### config.mk
export PLATFORM = sky130hd
export DESIGN_NAME = uart_cmd_sequencer
export DESIGN_NICKNAME = d
export VERILOG_FILES = /design/src/rtl/uart_cmd_sequencer.sv
export SDC_FILE = /design/constraint.sdc
export NUM_CORES = 1
export LEC_CHECK = 0
export BUFFER_PORTS_ARGS = -buffer_cell sky130_fd_sc_hd__buf_4
export CORE_MARGIN = 2
export CORE_UTILIZATION = 61
export DETAILED_ROUTE_END_ITERATION = 7
export HOLD_SLACK_MARGIN = 0.15
export PLACE_DENSITY = 0.83
export SLEW_MARGIN = 20
export SYNTH_ARGS = -nofsm -noshare
export SYNTH_HDL_FRONTEND = slang
export SYNTH_SLANG_ARGS = --single-unit
### constraint.sdc
create_clock -name i_Clk -period 7 [get_ports i_Clk]
set_input_delay 1.4 -clock i_Clk [delete_from_list [all_inputs] [get_ports i_Clk]]
set_output_delay 1.4 -clock i_Clk [all_outputs]
set_load 0.01 [all_outputs]
### src/rtl/uart_cmd_sequencer.sv
// uart_cmd_sequencer: turns a stream of ASCII bytes from a UART receiver into
// signed-direction magnitude commands of the form [+|-]digits<CR>, with error
// and drop pulses for malformed input and bytes arriving while a command waits.
module uart_cmd_sequencer #(
  parameter int MAX_DIGITS = 3
) (
  input  logic       i_Clk,
  input  logic       i_Rst_n,
  input  logic [7:0] i_Rx_Data,
  input  logic       i_Rx_Valid,
  input  logic       i_Cmd_Ready,
  output logic       o_Cmd_Valid,
  output logic [7:0] o_Value,
  output logic       o_Dir,
  output logic       o_Err,
  output logic       o_Drop
);

  localparam int CW = $clog2(MAX_DIGITS + 1);

  typedef enum logic [2:0] {
    ST_IDLE,
    ST_SIGN,
    ST_DIGITS,
    ST_HOLD,
    ST_SKIP
  } state_t;

  typedef enum logic [2:0] {
    CL_DIGIT,
    CL_SPACE,
    CL_ENTER,
    CL_FWD,
    CL_BWD,
    CL_INVALID
  } class_t;

  state_t        state, state_next;
  logic [7:0]    acc, acc_next;
  logic [CW-1:0] count, count_next;
  logic          dir, dir_next;

  class_t        byte_class;
  logic [3:0]    digit;
  logic [9:0]    acc_wide;
  logic [9:0]    acc_new;
  logic          digit_reject;

  // Classify the incoming byte into the token kinds the grammar cares about.
  always_comb begin
    byte_class = CL_INVALID;
    digit      = i_Rx_Data[3:0];
    if (i_Rx_Data >= 8'h30 && i_Rx_Data <= 8'h39) begin
      byte_class = CL_DIGIT;
    end else begin
      case (i_Rx_Data)
        8'h20:   byte_class = CL_SPACE;
        8'h0D:   byte_class = CL_ENTER;
        8'h2B:   byte_class = CL_FWD;
        8'h2D:   byte_class = CL_BWD;
        default: byte_class = CL_INVALID;
      endcase
    end
  end

  // Next accumulator value acc*10+d at 10 bits; anything above 25 already
  // overflows 255 after the multiply, so it is rejected before the product
  // could wrap at 10 bits.
  always_comb begin
    acc_wide     = {2'b00, acc};
    acc_new      = (acc_wide << 3) + (acc_wide << 1) + {6'd0, digit};
    digit_reject = (count >= CW'(MAX_DIGITS)) || (acc > 8'd25) || (acc_new > 10'd255);
  end

  // Next-state and datapath decisions; each accepted byte advances the parser once.
  always_comb begin
    state_next = state;
    acc_next   = acc;
    count_next = count;
    dir_next   = dir;

    case (state)
      ST_IDLE: begin
        if (i_Rx_Valid) begin
          case (byte_class)
            CL_DIGIT: begin
              state_next = ST_DIGITS;
              acc_next   = {4'd0, digit};
              count_next = CW'(1);
            end
            CL_FWD, CL_BWD: begin
              state_next = ST_SIGN;
              dir_next   = (byte_class == CL_BWD);
            end
            CL_INVALID: state_next = ST_SKIP;
            default:    state_next = ST_IDLE;
          endcase
        end
      end

      ST_SIGN: begin
        if (i_Rx_Valid) begin
          case (byte_class)
            CL_DIGIT: begin
              state_next = ST_DIGITS;
              acc_next   = {4'd0, digit};
              count_next = CW'(1);
            end
            CL_SPACE: state_next = ST_SIGN;
            default:  state_next = ST_SKIP;
          endcase
        end
      end

      ST_DIGITS: begin
        if (i_Rx_Valid) begin
          case (byte_class)
            CL_DIGIT: begin
              if (digit_reject) begin
                state_next = ST_SKIP;
              end else begin
                acc_next   = acc_new[7:0];
                count_next = count + CW'(1);
              end
            end
            CL_ENTER: state_next = ST_HOLD;
            CL_SPACE: state_next = ST_DIGITS;
            default:  state_next = ST_SKIP;
          endcase
        end
      end

      ST_HOLD: begin
        if (i_Cmd_Ready) begin
          state_next = ST_IDLE;
        end
      end

      ST_SKIP: begin
        if (i_Rx_Valid && byte_class == CL_ENTER) begin
          state_next = ST_IDLE;
        end
      end

      default: state_next = ST_IDLE;
    endcase

    if (state_next == ST_IDLE) begin
      acc_next   = 8'd0;
      count_next = '0;
      dir_next   = 1'b0;
    end
  end

  // State register.
  always_ff @(posedge i_Clk or negedge i_Rst_n) begin
    if (!i_Rst_n) begin
      state <= ST_IDLE;
    end else begin
      state <= state_next;
    end
  end

  // Command accumulator, digit count and direction latch.
  always_ff @(posedge i_Clk or negedge i_Rst_n) begin
    if (!i_Rst_n) begin
      acc   <= 8'd0;
      count <= '0;
      dir   <= 1'b0;
    end else begin
      acc   <= acc_next;
      count <= count_next;
      dir   <= dir_next;
    end
  end

  // Registered outputs: the command is captured on entry to HOLD and frozen until it is accepted.
  always_ff @(posedge i_Clk or negedge i_Rst_n) begin
    if (!i_Rst_n) begin
      o_Cmd_Valid <= 1'b0;
      o_Value     <= 8'd0;
      o_Dir       <= 1'b0;
      o_Err       <= 1'b0;
      o_Drop      <= 1'b0;
    end else begin
      o_Cmd_Valid <= (state_next == ST_HOLD);
      if (state != ST_HOLD && state_next == ST_HOLD) begin
        o_Value <= acc;
        o_Dir   <= dir;
      end else if (state_next != ST_HOLD) begin
        o_Value <= 8'd0;
        o_Dir   <= 1'b0;
      end
      o_Err  <= (state_next == ST_SKIP) && (state != ST_SKIP);
      o_Drop <= (state == ST_HOLD) && i_Rx_Valid;
    end
  end

endmodule

==> results of run 1 <==
-- worst reg2reg max path, cell delays in order (launching register included) --
cell and delay, ps:
sky130_fd_sc_hd__dfrtp_1 460, sky130_fd_sc_hd__inv_1 90, sky130_fd_sc_hd__fa_1 510, sky130_fd_sc_hd__fa_1 480, sky130_fd_sc_hd__nand2b_1 180, sky130_fd_sc_hd__a21o_1 170
sky130_fd_sc_hd__a211oi_1 400, sky130_fd_sc_hd__o211ai_1 230, sky130_fd_sc_hd__nor4_1 620, sky130_fd_sc_hd__a22oi_1 210, sky130_fd_sc_hd__nor2_2 150
-- final timing paths --
| kind | startpoint | endpoint | slack, ps | cells after the start |
|---|---|---|---|---|
| hold reg to reg | o_Dir$_DFFE_PN0P_ | o_Dir$_DFFE_PN0P_ | 520 | 1 |
| max in group asynchronous | i_Rst_n | acc[2]$_DFFE_PN0P_ | 5810 | 1 |
| hold / removal | o_Dir$_DFFE_PN0P_ | o_Dir$_DFFE_PN0P_ | 520 | 1 |
| setup / recovery | i_Rx_Data[3] | acc[4]$_DFFE_PN0P_ | 2710 | 11 |
| min in group asynchronous | i_Rst_n | o_Value[7]$_DFFE_PN0P_ | 950 | 1 |
| setup reg to reg | acc[0]$_DFFE_PN0P_ | acc[4]$_DFFE_PN0P_ | 3440 | 10 |
-- state kept, by name (all words and copies together) (netlist names) --
| name | cells |
|---|---|
| acc | 8 |
| count | 2 |
| dir | 1 |
| o_Cmd_Valid | 1 |
| o_Dir | 1 |
| o_Drop | 1 |
| o_Err | 1 |
| o_Value | 8 |
| state | 3 |
-- synth_stat cells, types with 2 or more instances --
library cell / instances / area (um2)
sky130_fd_sc_hd__a211oi_1: 5 / 37.54
sky130_fd_sc_hd__a21o_1: 3 / 22.52
sky130_fd_sc_hd__a21oi_1: 10 / 50.05
sky130_fd_sc_hd__a22o_1: 9 / 78.83
sky130_fd_sc_hd__a22oi_1: 5 / 37.54
sky130_fd_sc_hd__buf_6: 2 / 22.52
sky130_fd_sc_hd__clkbuf_1: 5 / 18.77
sky130_fd_sc_hd__dfrtp_1: 26 / 650.6
sky130_fd_sc_hd__fa_1: 2 / 40.04
sky130_fd_sc_hd__ha_1: 15 / 187.7
sky130_fd_sc_hd__inv_1: 12 / 45.04
sky130_fd_sc_hd__mux2i_1: 3 / 30.03
sky130_fd_sc_hd__nand2_1: 14 / 52.55
sky130_fd_sc_hd__nand2b_1: 3 / 18.77
sky130_fd_sc_hd__nand3b_1: 2 / 15.01
sky130_fd_sc_hd__nand4_1: 2 / 12.51
sky130_fd_sc_hd__nor2_1: 8 / 30.03
sky130_fd_sc_hd__nor2_2: 8 / 50.05
sky130_fd_sc_hd__nor2b_1: 2 / 12.51
sky130_fd_sc_hd__nor3_1: 6 / 30.03
sky130_fd_sc_hd__nor4_1: 6 / 37.54
sky130_fd_sc_hd__o211ai_1: 7 / 52.55
sky130_fd_sc_hd__o21a_1: 2 / 15.01
sky130_fd_sc_hd__o21ai_0: 5 / 25.02
sky130_fd_sc_hd__or2_2: 2 / 12.51
sky130_fd_sc_hd__or3_1: 2 / 12.51
sky130_fd_sc_hd__xnor2_1: 3 / 26.28
sky130_fd_sc_hd__xor2_1: 2 / 17.52
-- cell type report --
cell class | instances | area, um2
multi-input cells | 149 | 1154
well taps | 33 | 41.29
inverters | 12 | 45.04
repair buffers | 25 | 187.7
fillers | 243 | 902.1
flip-flops and latches | 26 | 650.6
clock buffers | 3 | 22.52
-- power breakdown --
part | internal, mW | leakage (nW) | switching, mW
clock network | 0.0202 | 0.0138 | 0.0441
registers | 0.157 | 0.354 | 0.00985
logic | 0.0254 | 0.611 | 0.0357
total | 0.202 | 0.979 | 0.0896
-- metrics by stage --
step | power (mW) | util | worst slack (ps) | instance area [um2] | std cells
6_report | 0.2919 | 0.6996 | 2706 | 2101 | 248
4_1_cts | 0.2908 | 0.6979 | 2725 | 2096 | 248
2_1_floorplan | 0.2082 | - | 2962 | 1886 | 194
3_5_place_dp | 0.2302 | 0.6904 | 2395 | 2073 | 245
3_3_place_gp | 0.2273 | 0.6904 | 2519 | 2073 | 245
5_1_grt | 0.3059 | 0.6996 | 2431 | 2101 | 248
-- kinds of logic after synthesis --
| group | synth area share |
|---|---|
| flops | 0.3451 |
| mux | 0.01593 |
| buf+inv | 0.04578 |
| compound gates | 0.2475 |
| fa+ha+maj | 0.1208 |
| xor+xnor | 0.02323 |
| simple gates | 0.2017 |
-- layer usage --
| layer | vias up | wire [um] |
|---|---|---|
| li1 | 773 | - |
| met1 | 781 | 1857 |
| met2 | 58 | 2017 |
| met3 | 12 | 179 |
| met4 | 0 | 84 |
| met5 | - | 0 |
==> impl_metrics.toml, run 1 <==
[clock_tree]
cts_clk_pin_slew_worst_paths_ps = 140
cts_htree_levels = 1
clock-root-buffer = "sky130_fd_sc_hd__clkbuf_4"
clock_sinks = 26
cts_resized = 0
post_cts.repair.setup_buffers = 0
clock_buffer_count_from_cts = 3
cts_tree = "built"
cts-hold-fix-buffers = 0
cts_max_path_buffers = 2
clk_latency_ps = 320

[finish]
area_growth_pct = 11.41
layout.cells.most_common_list = "26 x sky130_fd_sc_hd__dfrtp_1, 25 x sky130_fd_sc_hd__buf_4, 15 x sky130_fd_sc_hd__ha_1"
final_layout_size_suffix_gt1_frac = 0.2186
fin_nets = 246
diodes = 0
mostFrequentLayoutCell = "sky130_fd_sc_hd__dfrtp_1"

[sta]
timing.final.max_slew_violations = 0
timing.slew.headroom = 0.4875
max_clock_freq_ghz = 0.2329
fin_tns_setup_ps = 0
final_hold_viol_count = 0
layout_worst_path_cycle_share = 0.6135
post-route-min-period_ps = 4294
hold-worst-slack_ps = 515.8
worst_clock_skew_ps = 1.827
grt_setup_unrepaired = "false"
setup_viol = 0
worst_pin_slew_ps = 761.8

[floorplan]
io_pins = 24
die_x_um = 59.60
core-area_um2 = 3003
rows = 20
floorplan.initialDensity = 0.6279
die-area_um2 = 3552
floorplan.die.height_um = 59.60

[yosys]
post_synthesis_cells = 194
postSynth.asyncResetShare = 1.000
synth_area_per_cell_um2 = 9.719
ys_ff_latch = 26
syn-num-nets = 223
synthesis.yosys.warnings = 0
synth_enable_flop_cells = 0
ys_types = 51
mappedNetlistArea_um2 = 1886
synth_flop_cell = "sky130_fd_sc_hd__dfrtp_1"
yosysSeqAreaShare = 0.3451

[critical_path]
combined_buffer_and_inverter_count_along_the_critical_path = 2
critical_path_start_type = "input pin"
critPathTopFamily = "compound AO/OA/AOI/OAI gates"
crit_path_end_kind = "register"
max_stage_delay_ps = 620
path_max_fanout = 6
critical-path-slowest-cell = "sky130_fd_sc_hd__nor4_1"
critical_path.cell_chain = "buf_4 > inv_1 > fa_1 > fa_1 > nand2b_1 > a21o_1 > a211oi_1 > o211ai_1 > nor4_1 > a22oi_1 > nor2_2"
critPathRequiredTime_ps = 7260
worst_ep_arrival_time_ps = 4550
setup.worst_path.class = "input pin to register"
most_prevalent_standard_cell_on_the_critical_path = "sky130_fd_sc_hd__fa_1"

[grt]
grt_max_degree = 27
grt_antenna_before_repair = 0
grt_first_pass_wirelength_um = 6879
globalRoute.busiestLayer = "met2"
grt-ovfl-total = 0
groute.usage.overall = 0.2544
grt.met2_usage = 0.4239
globalRouteMet3Util = 0.03712
use_met1 = 0.3462
first_global_vias = 1554

[placement]
port_buffers = 23
place.detailed.hpwl_um = 3255
gpl.final_weighted_congestion = 0.9534

[drt]
detailedRoute.firstIterationViolations = 104
antenna_violating_nets_post_route = 0
drcViolationCount = 0
vias = 1624
viasPerCell = 6.548
detailedRoute.firstPassIterationCount = 5
detail_route.wl_per_cell_um = 16.69
drt_wl_total_um = 4139

[pwr]
power_density_relative_to_cell_area_nw_per_um2 = 139.0
leakage_nw = 0.9794
max-vdd-ir-drop_mv = 0.09297

[outcome]
run_status = "completed"

[job]
max_cap_viol_count = 0

[min_path]
worst_hold_path_type = "register to register"
(Power assumes the default switching activity.)
==> run 2, diff against run 1 <==
--- a/config.mk
+++ b/config.mk
@@ -7,10 +7,10 @@
 export LEC_CHECK = 0
 export BUFFER_PORTS_ARGS = -buffer_cell sky130_fd_sc_hd__buf_4
 export CORE_MARGIN = 2
-export CORE_UTILIZATION = 61
+export CORE_UTILIZATION = 58
 export DETAILED_ROUTE_END_ITERATION = 7
 export HOLD_SLACK_MARGIN = 0.15
-export PLACE_DENSITY = 0.83
+export PLACE_DENSITY = 0.8
 export SLEW_MARGIN = 20
 export SYNTH_ARGS = -nofsm -noshare
 export SYNTH_HDL_FRONTEND = slang
==> constraint.sdc (replaced) <==
create_clock -name i_Clk -period 4.4 [get_ports i_Clk]
set_input_delay 0.88 -clock i_Clk [delete_from_list [all_inputs] [get_ports i_Clk]]
set_output_delay 0.88 -clock i_Clk [all_outputs]
set_load 0.01 [all_outputs]
==> impl_metrics.toml, run 2 (same netlist as run 1, synthesis figures left out) <==
[drt]
detailedRoute.firstPassIterationCount = 4
detailedRoute.firstIterationViolations = 99
detail_route.wl_per_cell_um = 16.28
drt_wl_total_um = 4234
viasPerCell = 6.338
drcViolationCount = 0
vias = 1648
antenna_violating_nets_post_route = 0

[grt]
grt-ovfl-total = 0
grt_antenna_before_repair = 0
first_global_vias = 1519
grt_first_pass_wirelength_um = 7169
groute.usage.overall = 0.2609
grt_max_degree = 27

[critical_path]
critPathRequiredTime_ps = 4610
crit_path_end_kind = "register"
setup.worst_path.class = "input pin to register"
critical_path.reg2reg.startpoint = "acc[0]$_DFFE_PN0P_"
critical_path_start_type = "input pin"
worst_r2r_path_depth = 11
worst_ep_arrival_time_ps = 4040
path_max_fanout = 6
crit_start = "i_Rx_Data[3]"

[finish]
final_layout_size_suffix_gt1_frac = 0.2176
diodes = 0
area_growth_pct = 12.28
layout.cells.most_common_list = "26 x sky130_fd_sc_hd__dfrtp_1, 26 x sky130_fd_sc_hd__buf_4, 15 x sky130_fd_sc_hd__ha_1"
final_core_util = 0.6878
area.sequential_um2 = 650.6
multi_input_comb_area_um2 = 1149
layout_top_registers = "acc: 8 flops, o_Value: 8 flops, state: 3 flops"
fillers = 252
fin_nets = 247

[clock_tree]
cts_max_path_buffers = 2
cts_clk_pin_slew_worst_paths_ps = 120
clock-root-buffer = "sky130_fd_sc_hd__clkbuf_4"
cts_tree = "built"
cts_resized = 0
post_cts.repair.setup_buffers = 0
clock_sinks = 26
clk_latency_ps = 310
cts-hold-fix-buffers = 0
clock_buffer_count_from_cts = 3
cts_htree_levels = 1

[sta]
timing.final.max_slew_violations = 0
final_hold_viol_count = 0
worst_pin_slew_ps = 793.9
timing.slew.headroom = 0.4659
worst_clock_skew_ps = 2.503
grt_setup_unrepaired = "false"
fin_tns_setup_ps = 0
post-route-min-period_ps = 3826
setup_viol = 0
layout_worst_path_cycle_share = 0.8696
max_clock_freq_ghz = 0.2613

[floorplan]
die-area_um2 = 3723
io_pins = 24
rows = 20
die_x_um = 61.02
floorplan.initialDensity = 0.6126
core-area_um2 = 3078
floorplan.die.height_um = 61.02

[placement]
place.detailed.hpwl_um = 3446
gpl.final_weighted_congestion = 0.9134
port_buffers = 23

[min_path]
worst_hold_path_type = "input pin to async pin"

[pwr]
leakage_nw = 0.9848
max-vdd-ir-drop_mv = 0.09925
power_density_relative_to_cell_area_nw_per_um2 = 215.7

[job]
max_cap_viol_count = 0

[outcome]
run_status = "completed"
-- run 2: cell count changes in the layout (fill, tap and decap cells not counted) --
cell,previous run,this run
sky130_fd_sc_hd__buf_4,25,26
sky130_fd_sc_hd__nor3_1,5,6
sky130_fd_sc_hd__nor3_2,2,1
-- run 2: per-layer routing --
layer	GRT usage	wire length [um]	up-vias
met5	0	0	-
met4	0.1211	68	0
met3	0.03151	301	10
met2	0.4055	2071	77
met1	0.3653	1791	786
li1	-	-	775
-- run 2: final cells by class --
class	count	area share
Clock buffer	3	0.01064
Inverter	12	0.02128
Tap cell	44	0.02600
Timing Repair Buffer	26	0.09220
Sequential cell	26	0.3073
Multi-Input combinational cell	149	0.5426
-- run 2: path summary, 6_finish.rpt --
check | end | slack, ps
max | acc[6]$_DFFE_PN0P_ | 570
min | o_Value[5]$_DFFE_PN0P_ | 440
max reg2reg | acc[6]$_DFFE_PN0P_ | 780
min reg2reg | o_Value[3]$_DFFE_PN0P_ | 520
max in group asynchronous | acc[4]$_DFFE_PN0P_ | 3730
min in group i_Clk | o_Value[3]$_DFFE_PN0P_ | 520
-- run 2: where the power goes --
group	internal, mW	switching [mW]	total, mW
Sequential	0.249	0.0146	0.264
Clock	0.0320	0.0632	0.0952
Combinational	0.0403	0.0573	0.0976
Total	0.322	0.135	0.457
-- run 2: through the flow --
stage	instances	worst slack [ps]	hold WS, ps	power [mW]	cell area, um2
3_3_place_gp	257	342.8	484.8	0.3608	2095
6_report	260	573.6	439.0	0.4567	2117
4_1_cts	260	577.3	446.0	0.4571	2117
2_1_floorplan	194	881.8	497.2	0.3312	1886
3_5_place_dp	257	241.5	488.2	0.3654	2095
5_1_grt	260	377.2	436.3	0.4820	2117
-- run 2: critical path: stages --
cell	delay, ps
sky130_fd_sc_hd__buf_4	110
sky130_fd_sc_hd__inv_1	60
sky130_fd_sc_hd__fa_1	520
sky130_fd_sc_hd__fa_1	470
sky130_fd_sc_hd__nand2b_1	190
sky130_fd_sc_hd__a21o_1	180
sky130_fd_sc_hd__a211oi_1	350
sky130_fd_sc_hd__o21a_1	260
sky130_fd_sc_hd__o211ai_4	100
sky130_fd_sc_hd__nor4_2	580
sky130_fd_sc_hd__buf_4	280
sky130_fd_sc_hd__nor2_2	50
